**config.mk**
```make
export PLATFORM = sky130hd
export DESIGN_NAME = pixel_adjust_ctrl
export DESIGN_NICKNAME = d
export VERILOG_FILES = /design/src/rtl/pixel_adjust_ctrl_pkg.sv /design/src/rtl/pixel_adjust_ctrl_key_conditioner.sv /design/src/rtl/pixel_adjust_ctrl.sv
export SDC_FILE = /design/constraint.sdc
export NUM_CORES = 1
export LEC_CHECK = 0
export ABC_AREA = 1
export ABC_CLOCK_PERIOD_IN_PS = 3600
export CAP_MARGIN = 10
export CORE_AREA = 2 2 137 139
export DETAILED_ROUTE_END_ITERATION = 16
export DIE_AREA = 0 0 139 141
export PLACE_DENSITY_LB_ADDON = 0.1
export SYNTH_ARGS = -nofsm -noshare
export SYNTH_HDL_FRONTEND = slang
export SYNTH_SLANG_ARGS = --single-unit
```
**constraint.sdc**
```tcl
create_clock -name clk -period 3.6 [get_ports clk]
set_input_delay 1.08 -clock clk [delete_from_list [all_inputs] [get_ports clk]]
set_output_delay 1.08 -clock clk [all_outputs]
set_load 0.1 [all_outputs]
```
**src/rtl/pixel_adjust_ctrl_pkg.sv**
```systemverilog
// Shared types and constants for the pixel colour-adjust front-panel controller.
package pixel_adjust_ctrl_pkg;

   localparam int unsigned LVL_W         = 4;
   localparam int unsigned MODE_W        = 2;
   localparam int unsigned MAX_LEVEL_DEF = 15;

   localparam int unsigned KEY_ADD_LUM = 0;
   localparam int unsigned KEY_SUB_LUM = 1;
   localparam int unsigned KEY_ADD_SAT = 2;
   localparam int unsigned KEY_SUB_SAT = 3;
   localparam int unsigned KEY_MODE    = 4;
   localparam int unsigned NUM_KEYS    = 5;

   localparam logic [MODE_W-1:0] MODE_RAW  = 2'b00;
   localparam logic [MODE_W-1:0] MODE_GRAY = 2'b01;
   localparam logic [MODE_W-1:0] MODE_SKIN = 2'b10;
   localparam logic [MODE_W-1:0] MODE_IR   = 2'b11;

   typedef enum logic [2:0] {
      IDLE,
      PRESS_DB,
      HOLD_DLY,
      HOLD_RPT,
      REL_DB
   } key_state_e;

   // Saturating +/-1; opposing requests in the same cycle cancel.
   function automatic logic [LVL_W-1:0] step_level(input logic [LVL_W-1:0] v,
                                                   input logic inc,
                                                   input logic dec,
                                                   input logic [LVL_W-1:0] max_lvl);
      logic [LVL_W-1:0] r;
      r = v;
      if (inc && !dec && (v < max_lvl)) r = v + LVL_W'(1);
      if (dec && !inc && (v != '0))     r = v - LVL_W'(1);
      return r;
   endfunction

endpackage

```
**src/rtl/pixel_adjust_ctrl_key_conditioner.sv**
```systemverilog
// One push-button: 2-FF sync, debounce, hold-to-repeat; emits a one-cycle step pulse.
module key_conditioner
   import pixel_adjust_ctrl_pkg::*;
#(
   parameter int unsigned DEBOUNCE_CYC = 50000,
   parameter int unsigned REPEAT_DELAY = 25000000,
   parameter int unsigned REPEAT_RATE  = 5000000,
   parameter int unsigned CNT_W        = 25,
   parameter bit          REPEAT_EN    = 1'b1
) (
   input  logic clk,
   input  logic rst,
   input  logic key,
   output logic step
);

   // The cycle that first sees the new level counts as the first stable cycle.
   localparam logic [CNT_W-1:0] DB_LAST  = CNT_W'(DEBOUNCE_CYC - 2);
   localparam logic [CNT_W-1:0] DLY_LAST = CNT_W'(REPEAT_DELAY - 1);
   localparam logic [CNT_W-1:0] RPT_LAST = CNT_W'(REPEAT_RATE - 1);

   logic             key_s1, key_s;
   key_state_e       state, state_nx;
   logic [CNT_W-1:0] cnt, cnt_nx;
   logic             step_nx;

   always_ff @(posedge clk or negedge rst) begin
      if (!rst) begin
         key_s1 <= 1'b1;
         key_s  <= 1'b1;
         state  <= IDLE;
         cnt    <= '0;
         step   <= 1'b0;
      end else begin
         key_s1 <= key;
         key_s  <= key_s1;
         state  <= state_nx;
         cnt    <= cnt_nx;
         step   <= step_nx;
      end
   end

   always_comb begin
      state_nx = state;
      cnt_nx   = cnt + CNT_W'(1);
      step_nx  = 1'b0;
      unique case (state)
         IDLE: begin
            cnt_nx = '0;
            if (!key_s) state_nx = PRESS_DB;
         end
         PRESS_DB: begin
            if (key_s) begin
               state_nx = IDLE;
               cnt_nx   = '0;
            end else if (cnt == DB_LAST) begin
               step_nx  = 1'b1;
               state_nx = HOLD_DLY;
               cnt_nx   = '0;
            end
         end
         HOLD_DLY: begin
            if (key_s) begin
               state_nx = REL_DB;
               cnt_nx   = '0;
            end else if (cnt == DLY_LAST) begin
               step_nx  = REPEAT_EN;
               state_nx = HOLD_RPT;
               cnt_nx   = '0;
            end
         end
         HOLD_RPT: begin
            if (key_s) begin
               state_nx = REL_DB;
               cnt_nx   = '0;
            end else if (cnt == RPT_LAST) begin
               step_nx = REPEAT_EN;
               cnt_nx  = '0;
            end
         end
         REL_DB: begin
            // A re-press during release debounce resumes holding without a new step.
            if (!key_s) begin
               state_nx = HOLD_DLY;
               cnt_nx   = '0;
            end else if (cnt == DB_LAST) begin
               state_nx = IDLE;
               cnt_nx   = '0;
            end
         end
         default: begin
            state_nx = IDLE;
            cnt_nx   = '0;
         end
      endcase
   end

endmodule

```
**src/rtl/pixel_adjust_ctrl.sv**
```systemverilog
// Front-panel controller: shadow luminance/saturation/mode, committed atomically at frame start.
module pixel_adjust_ctrl
   import pixel_adjust_ctrl_pkg::*;
#(
   parameter int unsigned DEBOUNCE_CYC = 50000,
   parameter int unsigned REPEAT_DELAY = 25000000,
   parameter int unsigned REPEAT_RATE  = 5000000,
   parameter int unsigned MAX_LEVEL    = MAX_LEVEL_DEF,
   parameter int unsigned CNT_W        = 25
) (
   input  logic              clk,
   input  logic              rst,
   input  logic              iKey_add_lum,
   input  logic              iKey_sub_lum,
   input  logic              iKey_add_sat,
   input  logic              iKey_sub_sat,
   input  logic              iKey_mode,
   input  logic              iVS,
   output logic [LVL_W-1:0]  oLuminance,
   output logic [LVL_W-1:0]  oSaturation,
   output logic [MODE_W-1:0] oMode,
   output logic              oPending
);

   localparam logic [LVL_W-1:0] MAX_LVL = LVL_W'(MAX_LEVEL);

   logic [NUM_KEYS-1:0] key_raw;
   logic [NUM_KEYS-1:0] step;

   assign key_raw = {iKey_mode, iKey_sub_sat, iKey_add_sat, iKey_sub_lum, iKey_add_lum};

   for (genvar i = 0; i < NUM_KEYS; i++) begin : g_key
      key_conditioner #(
         .DEBOUNCE_CYC (DEBOUNCE_CYC),
         .REPEAT_DELAY (REPEAT_DELAY),
         .REPEAT_RATE  (REPEAT_RATE),
         .CNT_W        (CNT_W),
         .REPEAT_EN    (i != KEY_MODE)
      ) u_key (
         .clk  (clk),
         .rst  (rst),
         .key  (key_raw[i]),
         .step (step[i])
      );
   end

   logic              vs_s1, vs_s2, vs_s3;
   logic              vs_fall_c;
   logic [LVL_W-1:0]  lum_sh, sat_sh, lum_sh_nx, sat_sh_nx, lum_nx, sat_nx;
   logic [MODE_W-1:0] mode_sh, mode_sh_nx, mode_nx;
   logic              pending_nx;

   assign vs_fall_c = vs_s3 & ~vs_s2;

   always_ff @(posedge clk or negedge rst) begin
      if (!rst) begin
         vs_s1       <= 1'b1;
         vs_s2       <= 1'b1;
         vs_s3       <= 1'b1;
         lum_sh      <= '0;
         sat_sh      <= '0;
         mode_sh     <= MODE_RAW;
         oLuminance  <= '0;
         oSaturation <= '0;
         oMode       <= MODE_RAW;
         oPending    <= 1'b0;
      end else begin
         vs_s1       <= iVS;
         vs_s2       <= vs_s1;
         vs_s3       <= vs_s2;
         lum_sh      <= lum_sh_nx;
         sat_sh      <= sat_sh_nx;
         mode_sh     <= mode_sh_nx;
         oLuminance  <= lum_nx;
         oSaturation <= sat_nx;
         oMode       <= mode_nx;
         oPending    <= pending_nx;
      end
   end

   // Commit captures pre-step shadow; pending tracks the post-edge register values.
   always_comb begin
      lum_sh_nx  = step_level(lum_sh, step[KEY_ADD_LUM], step[KEY_SUB_LUM], MAX_LVL);
      sat_sh_nx  = step_level(sat_sh, step[KEY_ADD_SAT], step[KEY_SUB_SAT], MAX_LVL);
      mode_sh_nx = step[KEY_MODE] ? mode_sh + MODE_W'(1) : mode_sh;
      lum_nx     = oLuminance;
      sat_nx     = oSaturation;
      mode_nx    = oMode;
      if (vs_fall_c) begin
         lum_nx  = lum_sh;
         sat_nx  = sat_sh;
         mode_nx = mode_sh;
      end
      pending_nx = (lum_sh_nx != lum_nx) || (sat_sh_nx != sat_nx) || (mode_sh_nx != mode_nx);
   end

endmodule

```
==> out/qor.csv <==
metric,value,unit
routed_wl,22690,µm
initial_core_util,58.65,%
yosys-top-cells-count,"nand2_1 (367), nor2_1 (263), inv_1 (221), dfrtp_1 (166), nand3_1 (137)",
hold_class,reg2reg,
drc,0,
grtUsageTotal,24.20,%
grt_pass1_vias,8697,
via_count,9295,
cts.repair.resized,0,
cts_buffers,17,
wire_per_inst,12.79,µm
power.density,463.1,nW/µm²
r2r.worst_path.cells,9,
clkLatencyLatePin,0.44,ns
worst-path-buf-inv,1,
core,18270,µm²
crit_type,reg2out,
rows,50,
fin_crit,2.189,ns
slew_violations,0,
critPathMaxStageDelay,0.37,ns
avgSynthCellArea,7.128,µm²
p_switching,1.858,mW
reg2reg_from,g_key[1].u_key.cnt[0]$_DFF_PN0_,
tightest_slew,0.5956,ns
peakVddDrop,0.3417,mV
sw_frac_of_total,34.34,%
finClkSkew,0.01054,ns
relSlewSlack,60.29,%
p_comb_share,23.4,%
ys_top_cells_by_area,"dfrtp_1 (39%), nand2_1 (13%), nor2_1 (9.2%)",
p_clk_share,34.7,%
synthesis.nets,1525,
worstPathArrival,1.11,ns
totalPowerFinal,5.410,mW
rrSetupSlack,1.45,ns
fin_ws,1.411,ns
firstDrtPassIters,5,
clock_path_buffers,2,
async_flop_share,100.0,%
ys_ff_latch,179,
drive_above_1_share,7.013,%
crit_required,2.52,ns
dp_hpwl,16670,µm
dieHeight,141,µm
dpl_cell_area,11080,µm²
synthCells,1503,
tns,0,ns
gr-total-overflow,0,
cap_violations,0,
crit_path_end_kind,output pin,
crit_path_top_delay_cell,dfrtp_1,
antenna_found_initial,0,
via_per_inst,5.240,
clock-sinks,179,
synth_top_area_share,38.77,%
min_period_over_period,60.82,%
synth_ff_type,dfrtp_1,
hp-start,vs_s1$_DFF_PN1_,
clkTransAtPathRegs,0.07,ns
synth_seq_area_share,41.96,%
cp_top_family,flip-flops,
multi_input_area,5263,µm²
cp_max_fo,2,
ant_nets,0,
finalHoldViolCount,0,
clock.fmax,456.7,MHz
p_int,3.552,mW
yosysUniqueCellTypes,42,
initialDrtViolationCount,747,
p_leak,5.453,nW
rr_endpoint,g_key[1].u_key.cnt[7]$_DFF_PN0_,
gp_congestion,0.9296,
syn_area,10710,µm²
area_growth,9.027,%
cts-htree-levels,4,
fill_cells,1602,
seq_power_share,42.0,%
yosys_warnings,0,
cts_tree,built,
die_width,139,µm
root_buffer,clkbuf_16,
hold_depth,0,
status,finished clean,
diodes,0,
seqCellArea,4496,µm²
dieArea,19600,µm²
critPathLaunchType,register,
synth_edf_count,0,
setup_viol,0,
io_pins,19,
layout.nets,1549,
rsz0062_at_grt,false,
io_buffers,18,
fin_area,11680,µm²
path_cells,buf_4,
cts_setup_buffers,0,
holdPathEnd,vs_s2$_DFF_PN1_,
grt_first_pass_wirelength,39780,µm
synth_top_cell_by_area,dfrtp_1,
pre_cts_ws,1.434,ns
cts_hold_buf,0,
synth.most_common_cell,nand2_1,
grt_max_degree,76,
-- final cells by class --
class / instances / share of cell area, %
multi-input cells: 1085 / 45.05
flip-flops and latches: 179 / 38.49
inverters: 222 / 7.134
clock buffers: 21 / 4.027
well taps: 234 / 2.506
repair buffers: 22 / 1.703
clock inverters: 11 / 1.093
-- placed cells by master, fill, tap and decap left out, types with 7 or more instances in the layout --
| master | n |
|---|---|
| nor2_2 | 17 |
| xor2_1 | 54 |
| buf_4 | 14 |
| nor2_4 | 7 |
| ha_1 | 14 |
| nand2_1 | 367 |
| nand4_1 | 34 |
| nor2_1 | 263 |
| o22ai_1 | 7 |
| nand3_1 | 137 |
| dfrtp_1 | 166 |
| o21ai_0 | 41 |
| a21oi_1 | 12 |
| nor3_1 | 74 |
| clkbuf_16 | 17 |
| xnor2_1 | 11 |
| nand2_2 | 8 |
| inv_1 | 221 |
| dfstp_2 | 13 |
-- sequential cells by signal (all words and copies together), names as in the netlist --
register	cells
g_key.u_key.key_s	5
g_key.u_key.cnt	125
oMode	2
sat_sh	4
oLuminance	4
oPending	1
oSaturation	4
g_key.u_key.step	5
mode_sh	2
g_key.u_key.state	15
g_key.u_key.key_s1	5
lum_sh	4
vs_s2	1
vs_s3	1
vs_s1	1
-- worst max-delay path by stage --
| stage | startpoint | to | slack, ns | depth (start not counted) |
|---|---|---|---|---|
| floorplan | oMode[1]$_DFF_PN0_ | oMode[1] | 1.61 | 0 |
| global placement | g_key[3].u_key.cnt[0]$_DFF_PN0_ | g_key[3].u_key.cnt[21]$_DFF_PN0_ | 1.53 | 10 |
| detailed placement | g_key[3].u_key.cnt[0]$_DFF_PN0_ | g_key[3].u_key.cnt[21]$_DFF_PN0_ | 1.43 | 10 |
| CTS | oLuminance[3]$_DFF_PN0_ | oLuminance[3] | 1.40 | 1 |
| global route | g_key[1].u_key.cnt[1]$_DFF_PN0_ | g_key[1].u_key.cnt[7]$_DFF_PN0_ | 1.23 | 10 |
| finish | oLuminance[3]$_DFF_PN0_ | oLuminance[3] | 1.41 | 1 |
-- stage by stage --
| step | util [%] | cells | hold WS [ns] |
|---|---|---|---|
| 6_report | 63.95 | 1774 | 0.3523 |
| 3_5_place_dp | 60.67 | 1742 | 0.3472 |
| 5_1_grt | 63.95 | 1774 | 0.3535 |
| 4_1_cts | 63.95 | 1774 | 0.3515 |
| 2_1_floorplan | - | 1503 | 0.3452 |
| 3_3_place_gp | 60.67 | 1742 | 0.3459 |
-- power by group through the flow --
| stage | clock [mW] | combinational, mW | sequential, mW |
|---|---|---|---|
| floorplan | 0 | 0.980 | 2.35 |
| global placement | 0 | 1.25 | 2.30 |
| detailed placement | 0 | 1.27 | 2.31 |
| CTS | 1.92 | 1.27 | 2.27 |
| global route | 2.01 | 1.44 | 2.29 |
| finish | 1.88 | 1.26 | 2.27 |
-- logic make-up after synthesis --
group	Yosys count	synth area share, %
fa+ha+maj	14	1.635
flops	179	41.96
buf+inv	239	8.922
simple gates	936	38.54
xor+xnor	65	5.314
compound gates	70	3.632
-- layer usage --
layer	routed length (µm)	global-route usage (%)	vias up
li1	-	-	4787
met1	11440	35.24	4275
met2	10030	37.49	205
met3	887	4.042	28
met4	332	7.283	0
met5	0	0	-
No activity file was read; power rests on OpenSTA's default activity.
